File: src/rtl/rs_pkg.sv
// Shared field layout, opcode constants and operand wakeup helpers for the reservation station.
package rs_pkg;

  localparam int RS_ENTRY_W = 144;
  localparam int VALID_BIT  = 143;
  localparam int OP_HI      = 110;
  localparam int OP_LO      = 105;
  localparam int RS_FLAG    = 104;
  localparam int RS_HI      = 103;
  localparam int RS_LO      = 72;
  localparam int RT_FLAG    = 71;
  localparam int RT_HI      = 70;
  localparam int RT_LO      = 39;

  localparam logic [5:0] OP_RTYPE = 6'b000000;
  localparam logic [5:0] OP_BEQ   = 6'b000100;
  localparam logic [5:0] OP_BNE   = 6'b000101;
  localparam logic [5:0] OP_SW    = 6'b101011;

  typedef logic [RS_ENTRY_W-1:0] rs_entry_t;

  function automatic logic needs_rt(input logic [5:0] op);
    return (op == OP_RTYPE) || (op == OP_BEQ) || (op == OP_BNE) || (op == OP_SW);
  endfunction

  // Rs and Rt are matched independently so one broadcast can satisfy both.
  function automatic rs_entry_t wakeup(input rs_entry_t e, input logic cdb_valid,
                                       input logic [31:0] cdb_tag, input logic [31:0] cdb_data);
    rs_entry_t r;
    r = e;
    if (cdb_valid && e[VALID_BIT]) begin
      if (!e[RS_FLAG] && (e[RS_HI:RS_LO] == cdb_tag)) begin
        r[RS_HI:RS_LO] = cdb_data;
        r[RS_FLAG]     = 1'b1;
      end
      if (!e[RT_FLAG] && (e[RT_HI:RT_LO] == cdb_tag)) begin
        r[RT_HI:RT_LO] = cdb_data;
        r[RT_FLAG]     = 1'b1;
      end
    end
    return r;
  endfunction

  function automatic logic is_ready(input rs_entry_t e);
    return e[VALID_BIT] && e[RS_FLAG] && (e[RT_FLAG] || !needs_rt(e[OP_HI:OP_LO]));
  endfunction

endpackage

File: src/rtl/rs_slot.sv
// One reservation-station slot: holds an entry, applies CDB wakeup, and reports readiness.
module rs_slot
  import rs_pkg::*;
(
  input  logic        Clk,
  input  logic        Reset,
  input  logic        clear,
  input  logic        load,
  input  rs_entry_t   load_entry,
  input  logic        shift_in,
  input  rs_entry_t   shift_entry,
  input  logic        cdb_valid,
  input  logic [31:0] cdb_tag,
  input  logic [31:0] cdb_data,
  output rs_entry_t   fwd_entry,
  output logic        ready
);

  rs_entry_t entry_q;
  rs_entry_t entry_d;

  // Load wins over shift: a dispatch may land in the slot vacated by the shift.
  always_comb begin
    fwd_entry = wakeup(entry_q, cdb_valid, cdb_tag, cdb_data);
    ready     = is_ready(fwd_entry);
    entry_d   = fwd_entry;
    if (clear)         entry_d = '0;
    else if (load)     entry_d = load_entry;
    else if (shift_in) entry_d = shift_entry;
  end

  always_ff @(posedge Clk) begin
    if (Reset) entry_q <= '0;
    else       entry_q <= entry_d;
  end

endmodule

File: src/rtl/reservation_station.sv
// Compacting reservation station: oldest-ready select, slot shift control, occupancy count, issue register.
module reservation_station
  import rs_pkg::*;
#(
  parameter int DEPTH   = 4,
  parameter int ENTRY_W = 144
) (
  input  logic                       Clk,
  input  logic                       Reset,
  input  logic                       Flush,
  input  logic                       DispValid,
  input  logic [ENTRY_W-1:0]         DispEntry,
  output logic                       DispFull,
  input  logic                       CdbValid,
  input  logic [31:0]                CdbTag,
  input  logic [31:0]                CdbData,
  input  logic                       IssueStall,
  output logic [ENTRY_W-1:0]         IssueEntry,
  output logic [$clog2(DEPTH+1)-1:0] Count
);

  localparam int CNT_W = $clog2(DEPTH+1);
  localparam int IDX_W = $clog2(DEPTH);

  logic [CNT_W-1:0] count_q, count_d;
  rs_entry_t        issue_q, issue_d;
  rs_entry_t        fwd [DEPTH];
  logic [DEPTH-1:0] ready, load, shift_in;
  rs_entry_t        disp_entry_fwd;
  logic             disp_ok, issue_found, issue_valid;
  logic [IDX_W-1:0] sel;
  logic [CNT_W-1:0] disp_idx;
  logic             disp_unused_bit;

  // The incoming valid bit is not trusted; it is forced on before forwarding.
  assign disp_unused_bit = DispEntry[VALID_BIT];
  assign disp_entry_fwd  = wakeup({1'b1, DispEntry[ENTRY_W-2:0]}, CdbValid, CdbTag, CdbData);
  assign DispFull        = (count_q == CNT_W'(DEPTH));
  assign disp_ok         = DispValid && !DispFull;

  always_comb begin
    issue_found = 1'b0;
    sel         = '0;
    for (int i = 0; i < DEPTH; i++) begin
      if (!issue_found && ready[i]) begin
        issue_found = 1'b1;
        sel         = IDX_W'(i);
      end
    end
  end

  assign issue_valid = issue_found && !IssueStall;
  assign disp_idx    = count_q - CNT_W'(issue_valid);

  for (genvar i = 0; i < DEPTH; i++) begin : g_slot
    rs_entry_t shift_entry;
    assign shift_in[i] = issue_valid && (i >= int'(sel));
    assign load[i]     = disp_ok && (disp_idx == CNT_W'(i));
    if (i == DEPTH-1) begin : g_top
      assign shift_entry = '0;
    end else begin : g_mid
      assign shift_entry = fwd[i+1];
    end
    rs_slot u_slot (
      .Clk        (Clk),
      .Reset      (Reset),
      .clear      (Flush),
      .load       (load[i]),
      .load_entry (disp_entry_fwd),
      .shift_in   (shift_in[i]),
      .shift_entry(shift_entry),
      .cdb_valid  (CdbValid),
      .cdb_tag    (CdbTag),
      .cdb_data   (CdbData),
      .fwd_entry  (fwd[i]),
      .ready      (ready[i])
    );
  end

  always_comb begin
    issue_d = '0;
    if (issue_valid) begin
      issue_d            = fwd[sel];
      issue_d[VALID_BIT] = 1'b1;
    end
    count_d = count_q;
    if (disp_ok && !issue_valid)      count_d = count_q + 1'b1;
    else if (!disp_ok && issue_valid) count_d = count_q - 1'b1;
  end

  always_ff @(posedge Clk) begin
    if (Reset || Flush) begin
      count_q <= '0;
      issue_q <= '0;
    end else begin
      count_q <= count_d;
      issue_q <= issue_d;
    end
  end

  assign IssueEntry = issue_q;
  assign Count      = count_q;

endmodule

File: config.mk
export PLATFORM = sky130hd
export DESIGN_NAME = reservation_station
export DESIGN_NICKNAME = d
export VERILOG_FILES = /design/src/rtl/rs_pkg.sv /design/src/rtl/rs_slot.sv /design/src/rtl/reservation_station.sv
export SDC_FILE = /design/constraint.sdc
export NUM_CORES = 2
export LEC_CHECK = 0
export CAP_MARGIN = 0
export CORE_MARGIN = 2
export CORE_UTILIZATION = 55
export CTS_BUF_LIST = sky130_fd_sc_hd__clkbuf_16
export CTS_CLUSTER_DIAMETER = 60
export DETAILED_ROUTE_END_ITERATION = 16
export PLACE_DENSITY = 0.77
export SYNTH_ARGS = -nofsm -noshare
export SYNTH_HDL_FRONTEND = slang
export SYNTH_SLANG_ARGS = --single-unit
export TNS_END_PERCENT = 1
File: constraint.sdc
create_clock -name Clk -period 5.77 [get_ports Clk]
set_input_delay 1.154 -clock Clk [delete_from_list [all_inputs] [get_ports Clk]]
set_output_delay 1.154 -clock Clk [all_outputs]
set_load 0.03 [all_outputs]
# After elaboration in Yosys (flattened, before gate mapping)

Cells that the tools add are included.

Register bits: 723
Input bits: 214
Output and inout bits: 148
Word-level logic and storage cells: 168

$add $sub $neg: 3
Order comparisons: 4
Equal/unequal tests: 26
Muxes and demuxes: 36
Bitwise operators: 2
Reductions and logical operators: 86

Operator list:

| cell                  | number |
|---|---|
| $mux W144             | 9 |
| $mux W33              | 10 |
| $mux W66              | 5 |
| $eq A32 B32 Y1        | 10 |
| $bmux W144 S2         | 1 |
| $mux W143             | 2 |
| $eq A6 B3 Y1 const B  | 8 |
| $logic_and A1 B1 Y1   | 36 |
| $eq A6 B6 Y1 const B  | 4 |
| $logic_not A6 Y1      | 4 |
| $logic_not A1 Y1      | 21 |
| $logic_or A1 B1 Y1    | 17 |
| $reduce_bool A2 Y1    | 5 |
| $eq A3 B2 Y1 const B  | 2 |
| $mux W3               | 2 |
| $mux W1               | 5 |
| $ge A1 B2 Y1 const A  | 2 |
| $mux W2               | 2 |
| $reduce_or A2 Y1      | 2 |
| $add A3 B1 Y3 const B | 1 |
| $eq A3 B1 Y1 const B  | 1 |
| $eq A3 B3 Y1 const B  | 1 |
| $ge A3 B3 Y1 const B  | 1 |
| $logic_not A3 Y1      | 1 |
| 5 further kinds       | 5 |

# Depth between registers and ports, before layout

Word-level depth: 22
Gate-level depth with buffers: 20
Depth with buffers taken out: 16

# Hierarchy

Synthesis repeated with hierarchy kept, for this count alone.

Cell total of the unflattened synthesis: 5348
Area total of the unflattened synthesis: 47976.0 µm²

By module, submodules not included:

| module              | instances | cells an instance | area an instance (µm²) | sequential area each (µm²) |
|---|---|---|---|---|
| rs_slot             | 4         | 1161              | 9676.8                 | 2882.8 |
| reservation_station | 1         | 704               | 9268.9                 | 2942.8 |

# Least setup slack after synthesis

No wires, ideal clock.

Kind: in2reg
From: in CdbTag[23]
To: reg g_slot[3].u_slot.entry_q[100]
Library setup time: 128 ps
Data arrival time: 5066 ps
Data required time: 5642 ps
Path slack: 576 ps
Cell stages on the path: 20
Buffers on the path: 6
Cell sequence: buf_2 -> xor2_1 -> nor4_1 -> nand4_1 -> o31ai_1 -> o311a_1 -> o41ai_1 -> clkbuf_1 -> clkbuf_1 -> inv_1 -> ha_1 -> ha_1 -> xnor2_1 -> nand2_1 -> or3_1 -> clkbuf_1 -> clkbuf_1 -> clkbuf_1 -> a31oi_1 -> nor2_1

Word-level cells in the longest chain between the ends: 21
Elaborated cells between the ends (all ways): 60
Classes of those cells: 1 x add/sub; 10 x eq/ne; 20 x mux; 29 x reduce/logical

Ends and longest elaborated chain:

| element                                                          | RTL line                   | RTL |
|---|---|---|
| from (decl)                                                      | reservation_station.sv:15  | `input logic [31:0] CdbTag,` |
| $eq A32 B32 Y1 (on tied branches)                                | rs_pkg.sv:32, rs_pkg.sv:36 |  |
| $logic_and A1 B1 Y1 (on tied branches)                           | rs_pkg.sv:32, rs_pkg.sv:36 |  |
| $mux W33 (on tied branches)                                      | rs_pkg.sv:32, rs_pkg.sv:36 |  |
| $mux W66                                                         | rs_pkg.sv:31               | `if (cdb_valid && e[VALID_BIT]) begin` |
| $logic_and A1 B1 Y1 / $logic_or A1 B1 Y1 (equally long branches) | rs_pkg.sv:45               | `return e[VALID_BIT] && e[RS_FLAG] && (e[RT_FLAG] \|\| !needs_rt(e[OP_HI:OP_LO]));` |
| $logic_and A1 B1 Y1                                              | rs_pkg.sv:45               |  |
| $mux W1                                                          | reservation_station.sv:45  | `if (!issue_found && ready[i]) begin` |
| $logic_not A1 Y1                                                 | reservation_station.sv:45  |  |
| (+6 left out)                                                    | -                          |  |
| $logic_and A1 B1 Y1                                              | reservation_station.sv:45  |  |
| $mux W1 *                                                        | reservation_station.sv:45  |  |
| $logic_and A1 B1 Y1 *                                            | reservation_station.sv:52  | `assign issue_valid = issue_found && !IssueStall;` |
| net g_slot[3].u_slot.shift_in                                    | rs_slot.sv:10              | `input logic shift_in,` |
| $sub A3 B1 Y3                                                    | reservation_station.sv:53  | `assign disp_idx = count_q - CNT_W'(issue_valid);` |
| $eq A3 B2 Y1                                                     | reservation_station.sv:58  | `assign load[i] = disp_ok && (disp_idx == CNT_W'(i));` |
| $logic_and A1 B1 Y1                                              | reservation_station.sv:58  |  |
| $mux W144 *                                                      | rs_slot.sv:28              | `else if (load) entry_d = load_entry;` |
| to (signal assigned)                                             | rs_slot.sv:34              | `else entry_q <= entry_d;` |
| to (decl)                                                        | rs_slot.sv:19              | `rs_entry_t entry_q;` |

The timed path passes the listed nets; every way through them passes the cells marked *. The select of a mux whose other input is x is not followed.
A chain may end at the register's enable or synchronous reset.

# Worst setup path after layout

From: in CdbTag[31]
To: reg g_slot[2].u_slot.entry_q[76]

Word-level cells in the longest chain between the ends: 21
Elaborated cells between the ends (all ways): 65
Classes of those cells: 1 x add/sub; 1 x order compare; 10 x eq/ne; 23 x mux; 30 x reduce/logical

Ends and longest elaborated chain:

| element                                                          | RTL line |
|---|---|
| $eq A32 B32 Y1 (on tied branches)                                | rs_pkg.sv:32, rs_pkg.sv:36 |
| $logic_and A1 B1 Y1 (on tied branches)                           | rs_pkg.sv:32, rs_pkg.sv:36 |
| $mux W33 (on tied branches)                                      | rs_pkg.sv:32, rs_pkg.sv:36 |
| $mux W66                                                         | rs_pkg.sv:31 |
| $logic_and A1 B1 Y1 / $logic_or A1 B1 Y1 (equally long branches) | rs_pkg.sv:45 |
| $logic_and A1 B1 Y1                                              | rs_pkg.sv:45 |
| $mux W1                                                          | reservation_station.sv:45 |
| $logic_not A1 Y1                                                 | reservation_station.sv:45 |
| (+6 left out)                                                    | - |
| $logic_and A1 B1 Y1                                              | reservation_station.sv:45 |
| $mux W1 *                                                        | reservation_station.sv:45 |
| $logic_and A1 B1 Y1 *                                            | reservation_station.sv:52 |
| net g_slot[3].u_slot.shift_in                                    | rs_slot.sv:10 |
| $sub A3 B1 Y3                                                    | reservation_station.sv:53 |
| $eq A3 B2 Y1                                                     | reservation_station.sv:58 |
| $logic_and A1 B1 Y1                                              | reservation_station.sv:58 |
| $mux W144 *                                                      | rs_slot.sv:28 |
| to (signal assigned)                                             | rs_slot.sv:34 |
| to (decl)                                                        | rs_slot.sv:19 |

Marked as above.

==> flow_metrics.tcl <==
set metrics [dict create \
    outcome "complete, no violations" \
    postCtsSetupBuffers 0 \
    syn_nets 4436 \
    htree_levels 3 \
    ant_nets 0 \
    utilization_pct 67.4 \
    holdPathEnd "g_slot[3].u_slot.entry_q[38]$_SDFFE_PP0P_" \
    netlist_instances 4218 \
    route.detailed.drc 0 \
    startpoint_type "primary input" \
    cts_buffer_depth 3 \
    syn_to_final_growth_pct 21.4 \
    portBuffers 360 \
    ctsResizeCount 0 \
    synth_area_sq_um 38800 \
    total_power_mw 11.5 \
    synthArstFlopShare_pct 0 \
    die_h_microns 270 \
    reg2reg_slack_ns 1.41 \
    crit_type "in2reg" \
    worst_r2r_endpoint "g_slot[2].u_slot.entry_q[76]$_SDFF_PP0_" \
    cts_root_buf "clkbuf_16" \
    grt_start_max_net_pins 177 \
    cts_buffers 81 \
    wl_per_cell_microns 25.6 \
    hold_start "g_slot[3].u_slot.entry_q[38]$_SDFFE_PP0P_" \
    synth_area_per_cell_sq_um 9.20 \
    worst_clock_skew_ns 0.0381 \
    synth.ff_latch_count 723 \
    end_kind "flip-flop" \
    cp.required_ns 6.31 \
    cts.clk_slew.worst_paths_ns 0.06 \
    antenna_found_initial 9 \
    vias 35060 \
    hold_depth 2 \
    dp.final_hpwl_mm 91.7 \
    hold_buffers 0 \
    num_rows 97 \
    worstPathArrival_ns 5.81 \
    drt_wl_total_mm 140 \
    min_period_ns 5.27 \
    timing.final.crit_share_pct 91.3 \
    ir_drop_mv 0.254 \
    crit_path_max_fanout 35 \
    grt_overflow 0 \
    ios 362 \
    clock-sinks 723 \
    final-max-slew-violation-count 0 \
    ys.flop_type "dfxtp_1" \
    grt_pass1_vias 33618 \
    first_pass_iters 6 \
    drive_above_1_share_pct 13.9 \
    ys.warnings.count 0 \
    final_nets 4692 \
    drv_cap 0 \
    core-area_sq_um 69900 \
    via_per_inst 6.40 \
    clk_latency_ns 0.65 \
    synth_cell_type_count 53 \
    ys_seq_area_share_pct 37.3 \
    setup_ws_ns 0.505 \
    grt_pass1_wl_mm 208 \
    first_iter_violations 4111 \
    rsz0062_at_grt "false" \
    initial_core_util_pct 55.5 \
    grt_use_total_pct 36.9 \
    cts_tree "yes" \
    finalSetupViolCount 0 \
    worst-slew-pin-transition_ns 0.990 \
    clock.fmax_mhz 190 \
    gp_congestion 1.10 \
    hold_path_class "reg2reg" \
    dieArea_sq_um 72700 \
    setup_tns_ns 0 \
    p_per_area_nw_per_um2 245 \
    r2r-start "g_slot[3].u_slot.entry_q[52]$_SDFF_PP0_" \
    r2r_cells 18 \
    die_x_microns 270 \
    power.leakage_nw 16.4 \
    slew_headroom_pct 34.0 \
    dp_slack_ns -0.0110 \
    synth_edf_count 0 \
    hold_viol_final 0 \
]
-- flip-flops by register name, indices dropped and copies added (netlist names) --
| signal | count |
|---|---|
| g_slot.u_slot.entry_q | 576 |
| IssueEntry | 144 |
| Count | 3 |
-- how the worst max path moves through the flow --
stage / endpoint / from / slack, ns / depth (start not counted)
finish: g_slot[2].u_slot.entry_q[76]$_SDFF_PP0_ / CdbTag[31] / 0.50 / 19
floorplan: g_slot[3].u_slot.entry_q[100]$_SDFF_PP0_ / CdbTag[23] / 0.58 / 20
CTS: g_slot[2].u_slot.entry_q[76]$_SDFF_PP0_ / CdbTag[13] / 0.62 / 19
global placement: g_slot[2].u_slot.entry_q[77]$_SDFF_PP0_ / CdbTag[25] / 0.04 / 20
global route: g_slot[2].u_slot.entry_q[82]$_SDFF_PP0_ / CdbTag[29] / 0.22 / 18
detailed placement: g_slot[2].u_slot.entry_q[76]$_SDFF_PP0_ / CdbTag[13] / -0.01 / 19
-- kinds of logic after synthesis --
group | after synthesis | synth area share, %
AO/OA/AOI/OAI | 936 | 14.6
XOR/XNOR | 323 | 7.29
adder cells (fa/ha/maj) | 4 | 0.148
buffers and inverters | 453 | 5.10
flip-flops | 723 | 37.3
multiplexers | 968 | 25.7
AND/OR/NAND/NOR | 811 | 9.87
-- where the power goes --
part	total, mW	switching, mW	internal [mW]
clock	5.24	2.26	2.98
sequential	5.12	0.0505	5.07
combinational	1.19	0.734	0.458
-- stage by stage --
stage                     hold WS [ns]  std cells  area (sq um)
final                            0.478       5482         47100
after CTS                        0.482       5479         47100
after global routing             0.504       5481         47100
after floorplan                  0.455       4218         38800
after detailed placement         0.475       5331         44400
after global placement           0.467       5331         44400
-- cell usage in the layout (no fill, tap or decap), drive strengths merged, types with 32 or more instances in the layout --
cell type	netlist	layout
nor4	65	65
mux2i	743	743
xnor2	87	87
a211oi	78	78
nor2b	73	73
dfxtp	723	723
clkbuf	258	82
o21ai	159	159
mux2	225	225
nor2	293	293
a21oi	307	307
or2	34	34
o32ai	34	34
nand2	155	155
clkdlybuf4s50	0	360
o22ai	208	208
nand3	127	127
a31oi	68	68
xor2	236	236
inv	41	62
buf	154	225
o221ai	32	32
-- final cells by class --
type                    count  area, sq um
diodes                      3         7.51
clock buffers              82         2050
clock inverters            66          619
fillers                  5562        22800
inverters                  41          154
multi-input cells        3042        22500
flip-flops and latches    723        14500
well taps                 940         1180
repair buffers            585         6110
-- Yosys cell counts, drive strengths merged, types with 41 or more instances --
cell | instances | area (sq um)
xor2 | 236 | 2070
inv | 41 | 154
mux2 | 225 | 2530
nor2b | 73 | 457
nand2 | 155 | 582
buf | 154 | 856
o22ai | 208 | 1300
clkbuf | 258 | 968
a21oi | 307 | 1540
nor2 | 293 | 1100
nor4 | 65 | 432
xnor2 | 87 | 762
o21ai | 159 | 796
a211oi | 78 | 591
nand3 | 127 | 636
mux2i | 743 | 7440
dfxtp | 723 | 14500
a31oi | 68 | 425
-- critical path, cell delays in order --
cell and delay, ns:
clkdlybuf4s50_1 0.73, xor2_1 0.60, nor4_1 0.10, buf_4 0.18, nand4_1 0.23, o31ai_1 0.10, buf_4 0.16, o311a_1 0.15
o41ai_2 0.42, inv_1 0.09, ha_1 0.19, ha_1 0.19, xnor2_1 0.22, nand2_1 0.12, nor2_1 0.16, and2_1 0.29
nand2_2 0.19, buf_12 0.28, o221ai_1 0.21
-- layer usage --
layer	track usage, %	part of all wire [%]	vias up	routed length (microns)
li1	-	-	15775	-
met3	9.26	11	493	15300
met5	0	0.065	-	91
met1	45.4	38	16651	52700
met4	23.9	7.2	14	10100
met2	57.4	44	2127	62000
Power figures use the tool's default switching activity.
